--- config.mk ---
export PLATFORM = sky130hd
export DESIGN_NAME = icache
export DESIGN_NICKNAME = d
export VERILOG_FILES = /design/src/rtl/icache.sv
export SDC_FILE = /design/constraint.sdc
export NUM_CORES = 1
export LEC_CHECK = 0
export CELL_PAD_IN_SITES_DETAIL_PLACEMENT = 0
export CELL_PAD_IN_SITES_GLOBAL_PLACEMENT = 1
export CORE_MARGIN = 8
export CORE_UTILIZATION = 54
export CTS_BUF_LIST = sky130_fd_sc_hd__clkbuf_8 sky130_fd_sc_hd__clkbuf_16
export DETAILED_ROUTE_END_ITERATION = 8
export PLACE_DENSITY_LB_ADDON = 0.1
export SYNTH_ARGS = -nofsm -noshare
export SYNTH_HDL_FRONTEND = slang
export SYNTH_SLANG_ARGS = --single-unit
--- constraint.sdc ---
create_clock -name CLK -period 5.3 [get_ports CLK]
set_input_delay 1.06 -clock CLK [delete_from_list [all_inputs] [get_ports CLK]]
set_output_delay 1.06 -clock CLK [all_outputs]
set_load 0.03 [all_outputs]
--- src/rtl/icache.sv ---
// Direct-mapped read-only instruction cache with a one-word refill FSM.
// Defining ICACHE_STATS_EN adds the hit_count/miss_count outputs.
module icache #(
  parameter int unsigned SETS = 16
) (
  input  logic        CLK,
  input  logic        RST,
  input  logic        imemREN,
  input  logic [31:0] imemaddr,
  output logic [31:0] imemload,
  output logic        ihit,
  output logic        iREN,
  output logic [31:0] iaddr,
  input  logic [31:0] iload,
  input  logic        iwait
`ifdef ICACHE_STATS_EN
  ,
  output logic [31:0] hit_count,
  output logic [31:0] miss_count
`endif
);

  localparam int unsigned IDX_W = $clog2(SETS);
  localparam int unsigned TAG_W = 30 - IDX_W;

  typedef enum logic {
    IDLE  = 1'b0,
    FETCH = 1'b1
  } state_t;

  state_t           state;
  logic [SETS-1:0]  valid;
  logic [TAG_W-1:0] tag_mem  [SETS];
  logic [31:0]      data_mem [SETS];
  logic [29:0]      miss_addr;

  logic [IDX_W-1:0] idx;
  logic [IDX_W-1:0] miss_idx;
  logic [TAG_W-1:0] tag;
  logic [TAG_W-1:0] miss_tag;
  logic             lookup;
  logic             miss;
  logic             unused_bits;

  assign idx         = imemaddr[IDX_W+1:2];
  assign tag         = imemaddr[31:IDX_W+2];
  assign miss_idx    = miss_addr[IDX_W-1:0];
  assign miss_tag    = miss_addr[29:IDX_W];
  assign unused_bits = ^imemaddr[1:0];

  // Lookup is only meaningful in IDLE; FETCH never reports a hit.
  assign lookup   = valid[idx] && (tag_mem[idx] == tag);
  assign ihit     = (state == IDLE) && imemREN && lookup;
  assign miss     = (state == IDLE) && imemREN && !lookup;
  assign imemload = data_mem[idx];

  // Refill FSM; tag/data arrays are intentionally left untouched by reset.
  always_ff @(posedge CLK) begin
    if (RST) begin
      state     <= IDLE;
      valid     <= '0;
      miss_addr <= '0;
      iREN      <= 1'b0;
      iaddr     <= '0;
    end else begin
      case (state)
        IDLE: begin
          if (miss) begin
            state     <= FETCH;
            miss_addr <= imemaddr[31:2];
            iREN      <= 1'b1;
            iaddr     <= {imemaddr[31:2], 2'b00};
          end
        end
        FETCH: begin
          if (!iwait) begin
            state              <= IDLE;
            valid[miss_idx]    <= 1'b1;
            tag_mem[miss_idx]  <= miss_tag;
            data_mem[miss_idx] <= iload;
            iREN               <= 1'b0;
            iaddr              <= '0;
          end
        end
        default: state <= IDLE;
      endcase
    end
  end

`ifdef ICACHE_STATS_EN
  // Free-running event counters, wrapping modulo 2^32.
  always_ff @(posedge CLK) begin
    if (RST) begin
      hit_count  <= '0;
      miss_count <= '0;
    end else begin
      if (ihit) hit_count <= hit_count + 32'd1;
      if (miss) miss_count <= miss_count + 32'd1;
    end
  end
`endif

endmodule

==> metrics.txt <==
# TYPE chip_impl_metric gauge
chip_impl_metric{name="vias",unit=""} 19005
chip_impl_info{name="status",value="finished, final reports clean"} 1
chip_impl_metric{name="netlist_area",unit="mm²"} 0.0391
chip_impl_metric{name="max_slew_margin",unit="%"} 34.1
chip_impl_metric{name="post_synthesis_mean_instance_area",unit="µm²"} 20.9
chip_impl_metric{name="initialDrtViolationCount",unit=""} 1648
chip_impl_info{name="synthFlopType",value="sky130_fd_sc_hd__edfxtp_1"} 1
chip_impl_metric{name="max-clock-path-buffers",unit=""} 3
chip_impl_metric{name="grt_start_max_net_pins",unit=""} 78
chip_impl_info{name="tritoncts_clock_tree",value="yes"} 1
chip_impl_metric{name="drv_slew",unit=""} 0
chip_impl_metric{name="holdBufCountCts",unit=""} 0
chip_impl_metric{name="chipHeight",unit="µm"} 285
chip_impl_info{name="worstSetupPathType",value="in2out"} 1
chip_impl_metric{name="cts.reportedPaths.clkPinSlew",unit="ns"} 0.06
chip_impl_metric{name="wp_data_required",unit="ns"} 4.24
chip_impl_metric{name="yosysSeqAreaShare",unit="%"} 75.4
chip_impl_metric{name="syn2layout_area_growth",unit="%"} 15.7
chip_impl_metric{name="synthArstFlopShare",unit="%"} 0
chip_impl_metric{name="postLayoutCellArea",unit="mm²"} 0.0452
chip_impl_metric{name="ant_nets",unit=""} 0
chip_impl_info{name="holdCritPathClass",value="reg2reg"} 1
chip_impl_metric{name="dpl-instance-area",unit="mm²"} 0.0418
chip_impl_metric{name="fin_util",unit="%"} 63.1
chip_impl_metric{name="setup_viol",unit=""} 0
chip_impl_metric{name="timing.final.ws_setup",unit="ns"} 0.112
chip_impl_metric{name="cts_repair_resize_count",unit=""} 0
chip_impl_metric{name="core",unit="mm²"} 0.0716
chip_impl_metric{name="nNetsFinal",unit=""} 2151
chip_impl_metric{name="clock-skew-final",unit="ns"} 0.0223
chip_impl_metric{name="synth.yosys.warnings",unit=""} 0
chip_impl_metric{name="tritoncts_num_sinks",unit=""} 1006
chip_impl_metric{name="pre_cts_ws",unit="ns"} 0.0901
chip_impl_metric{name="synth_enable_flop_cells",unit=""} 928
chip_impl_metric{name="pwr_density_cell",unit="mW/mm²"} 372
chip_impl_metric{name="finalWirelength",unit="mm"} 89.6
chip_impl_metric{name="worst-endpoint-arrival",unit="ns"} 4.13
chip_impl_metric{name="port_buffers",unit=""} 129
chip_impl_metric{name="cts_inserted_buffers",unit=""} 100
chip_impl_metric{name="place_congestion",unit=""} 0.821
chip_impl_metric{name="insertion_delay",unit="ns"} 0.66
chip_impl_metric{name="timing.final.hold_violations",unit=""} 0
chip_impl_metric{name="totalNegativeSetupSlack",unit="ns"} 0
chip_impl_metric{name="final_layout_size_suffix_gt1_share",unit="%"} 24.5
chip_impl_metric{name="fin_crit",unit="ns"} 5.19
chip_impl_metric{name="maxClockFrequency",unit="MHz"} 193
chip_impl_metric{name="worst-path-max-fanout",unit=""} 70
chip_impl_metric{name="postSynthRegisterBits",unit=""} 1006
chip_impl_metric{name="drt_first_pass_iters",unit=""} 5
chip_impl_info{name="cts-root-buf",value="sky130_fd_sc_hd__clkbuf_16"} 1
chip_impl_metric{name="yosysUniqueCellTypes",unit=""} 61
chip_impl_metric{name="design.portCount",unit=""} 134
chip_impl_metric{name="leakagePower",unit="µW"} 0.0151
chip_impl_info{name="setup.worst_path.end_class",value="output port"} 1
chip_impl_metric{name="gr-usage-all-layers",unit="%"} 22.0
chip_impl_metric{name="actual_transition_at_the_worst_max_transition_pin",unit="ns"} 0.989
chip_impl_metric{name="timing.final.crit_share",unit="%"} 97.9
chip_impl_metric{name="synth_cells",unit=""} 1867
chip_impl_metric{name="route.detailed.vias_per_inst",unit=""} 6.09
chip_impl_metric{name="std_cell_rows",unit=""} 98
chip_impl_metric{name="via_count_of_the_first_global_routing_pass",unit=""} 19864
chip_impl_metric{name="dieWidth",unit="µm"} 285
chip_impl_metric{name="drc",unit=""} 0
chip_impl_metric{name="route.detailed.wl_per_inst",unit="µm"} 28.7
chip_impl_metric{name="post_dp_hpwl",unit="mm"} 49.5
chip_impl_metric{name="grt_antenna_before_repair",unit=""} 3
chip_impl_metric{name="grt_first_pass_wirelength",unit="mm"} 133
chip_impl_metric{name="number_of_maximum_capacitance_constraint_violations",unit=""} 0
chip_impl_metric{name="clock_tree.htree_level_count",unit=""} 3
chip_impl_metric{name="fp.dieArea",unit="mm²"} 0.0812
chip_impl_info{name="critical_path_source_type",value="input pin"} 1
chip_impl_metric{name="vdd_drop_max",unit="µV"} 298
chip_impl_metric{name="starting_density_of_the_core",unit="%"} 54.5
chip_impl_metric{name="post-cts-setup-buffers",unit=""} 0
chip_impl_metric{name="grt-ovfl-total",unit=""} 0
through the flow:
| stage | hold slack, ns | total power, µW | std cells |
|---|---|---|---|
| after floorplan | 0.445 | 9540 | 1868 |
| after global placement | 0.442 | 9930 | 2931 |
| after detailed placement | 0.446 | 9950 | 2931 |
| after CTS | 0.460 | 17000 | 3119 |
| after global routing | 0.484 | 17300 | 3119 |
| final | 0.456 | 16800 | 3121 |
final timing paths:
path | from | to | slack (ns) | cells after the start
max | imemaddr[2] | ihit | 0.11 | 12
min | iaddr[3] | iaddr[3] | 0.46 | 2
max reg2reg | tag_mem[15][19] | miss_addr[14] | 1.89 | 11
min reg2reg | iaddr[3] | iaddr[3] | 0.46 | 2
where the power goes:
group	total, µW	internal [µW]	switching, µW
registers	8800	8730	75.6
clock network	7020	4070	2950
logic	968	421	547
state kept, by name (all words and copies together), names as in the netlist:
signal	count
iREN	1
tag_mem	416
miss_addr	30
data_mem	512
state	1
iaddr	30
valid	16
per-layer routing:
metal | part of all wire (%) | track usage (%) | routed length, µm
met5 | 0.018 | 0 | 16
met4 | 2.7 | 6.83 | 2380
met3 | 6.2 | 3.78 | 5530
met2 | 49 | 35.8 | 44200
met1 | 42 | 30.6 | 37500
cells in the final DEF (no fill, tap or decap), types with 3 or more instances in the layout:
cell type                         netlist  routed
sky130_fd_sc_hd__clkinvlp_4             0       3
sky130_fd_sc_hd__mux4_2               224     224
sky130_fd_sc_hd__buf_12                 0      12
sky130_fd_sc_hd__o21ai_0               11      11
sky130_fd_sc_hd__nand2b_1              69      69
sky130_fd_sc_hd__clkinv_2               0      20
sky130_fd_sc_hd__clkbuf_8               0       7
sky130_fd_sc_hd__a22o_1                15      15
sky130_fd_sc_hd__nand3_1                9       9
sky130_fd_sc_hd__a22oi_1               20      20
sky130_fd_sc_hd__nand3b_1               4       4
sky130_fd_sc_hd__edfxtp_1             928     928
sky130_fd_sc_hd__nor3_1                 9       9
sky130_fd_sc_hd__dfxtp_1               78      78
sky130_fd_sc_hd__buf_4                 15     110
sky130_fd_sc_hd__clkinv_1               0      21
sky130_fd_sc_hd__clkbuf_16              0     103
sky130_fd_sc_hd__and2_1                 3       3
sky130_fd_sc_hd__clkdlybuf4s50_1        0      92
sky130_fd_sc_hd__mux2i_1              176     176
sky130_fd_sc_hd__xor2_1                 7       7
sky130_fd_sc_hd__a31oi_1                4       3
sky130_fd_sc_hd__xnor2_1               21      21
sky130_fd_sc_hd__inv_1                 19      39
sky130_fd_sc_hd__nor2b_1                7       5
sky130_fd_sc_hd__nand2_1               48      48
sky130_fd_sc_hd__clkinv_8               0       3
sky130_fd_sc_hd__a211oi_1               4       4
sky130_fd_sc_hd__mux2_2                 8       8
sky130_fd_sc_hd__a221oi_1               9       9
sky130_fd_sc_hd__a21oi_1                9       9
sky130_fd_sc_hd__o22ai_1               19      19
sky130_fd_sc_hd__nor2_1                22       6
sky130_fd_sc_hd__nor2_4                 0      16
sky130_fd_sc_hd__bufinv_16              0       9
worst max-delay path, cell delays in order:
cell                        delay (ns)
sky130_fd_sc_hd__buf_8            0.20
sky130_fd_sc_hd__buf_12           0.39
sky130_fd_sc_hd__mux2i_1          0.15
sky130_fd_sc_hd__a22oi_1          0.35
sky130_fd_sc_hd__a21boi_1         0.24
sky130_fd_sc_hd__a2111oi_1        0.48
sky130_fd_sc_hd__buf_4            0.19
sky130_fd_sc_hd__o221ai_1         0.13
sky130_fd_sc_hd__nor4_2           0.34
sky130_fd_sc_hd__nand3_1          0.17
sky130_fd_sc_hd__nor2_1           0.15
sky130_fd_sc_hd__buf_4            0.18
cells by family (layout without fill, tap and decap cells):
| group | Yosys count | count (layout) | synth area share [%] |
|---|---|---|---|
| mux | 408 | 408 | 17.7 |
| flops | 1006 | 1006 | 75.4 |
| other cells | 1 | 4 | 0.00960 |
| xor+xnor | 28 | 28 | 0.628 |
| buf+inv | 125 | 426 | 1.67 |
| compound gates | 116 | 116 | 2.17 |
| simple gates | 183 | 183 | 2.51 |
final cells by class:
cell class | instances | area [µm²]
fill | 4984 | 26400
multi-input combinational | 737 | 9120
sequential | 1006 | 29400
inverter | 20 | 76.3
clock inverter | 78 | 656
tap | 950 | 1190
timing repair buffer | 218 | 2030
clock buffer | 110 | 2670
antenna | 2 | 5.00
cells in the mapped netlist, types with 3 or more instances:
cell | count | area [µm²]
sky130_fd_sc_hd__a211oi_1 | 4 | 30.0
sky130_fd_sc_hd__a21oi_1 | 9 | 45.0
sky130_fd_sc_hd__a221oi_1 | 9 | 78.8
sky130_fd_sc_hd__a22o_1 | 15 | 131
sky130_fd_sc_hd__a22oi_1 | 20 | 150
sky130_fd_sc_hd__a31oi_1 | 4 | 25.0
sky130_fd_sc_hd__and2_1 | 3 | 18.8
sky130_fd_sc_hd__buf_2 | 32 | 160
sky130_fd_sc_hd__buf_4 | 15 | 113
sky130_fd_sc_hd__buf_6 | 7 | 78.8
sky130_fd_sc_hd__buf_8 | 3 | 45.0
sky130_fd_sc_hd__clkbuf_1 | 46 | 173
sky130_fd_sc_hd__dfxtp_1 | 78 | 1560
sky130_fd_sc_hd__edfxtp_1 | 928 | 27900
sky130_fd_sc_hd__inv_1 | 19 | 71.3
sky130_fd_sc_hd__mux2_2 | 8 | 90.1
sky130_fd_sc_hd__mux2i_1 | 176 | 1760
sky130_fd_sc_hd__mux4_2 | 224 | 5040
sky130_fd_sc_hd__nand2_1 | 48 | 180
sky130_fd_sc_hd__nand2b_1 | 69 | 432
sky130_fd_sc_hd__nand3_1 | 9 | 45.0
sky130_fd_sc_hd__nand3b_1 | 4 | 30.0
sky130_fd_sc_hd__nor2_1 | 22 | 82.6
sky130_fd_sc_hd__nor2b_1 | 7 | 43.8
sky130_fd_sc_hd__nor3_1 | 9 | 45.0
sky130_fd_sc_hd__o21ai_0 | 11 | 55.1
sky130_fd_sc_hd__o22ai_1 | 19 | 119
sky130_fd_sc_hd__xnor2_1 | 21 | 184
sky130_fd_sc_hd__xor2_1 | 7 | 61.3
Power figures use the tool's default switching activity.
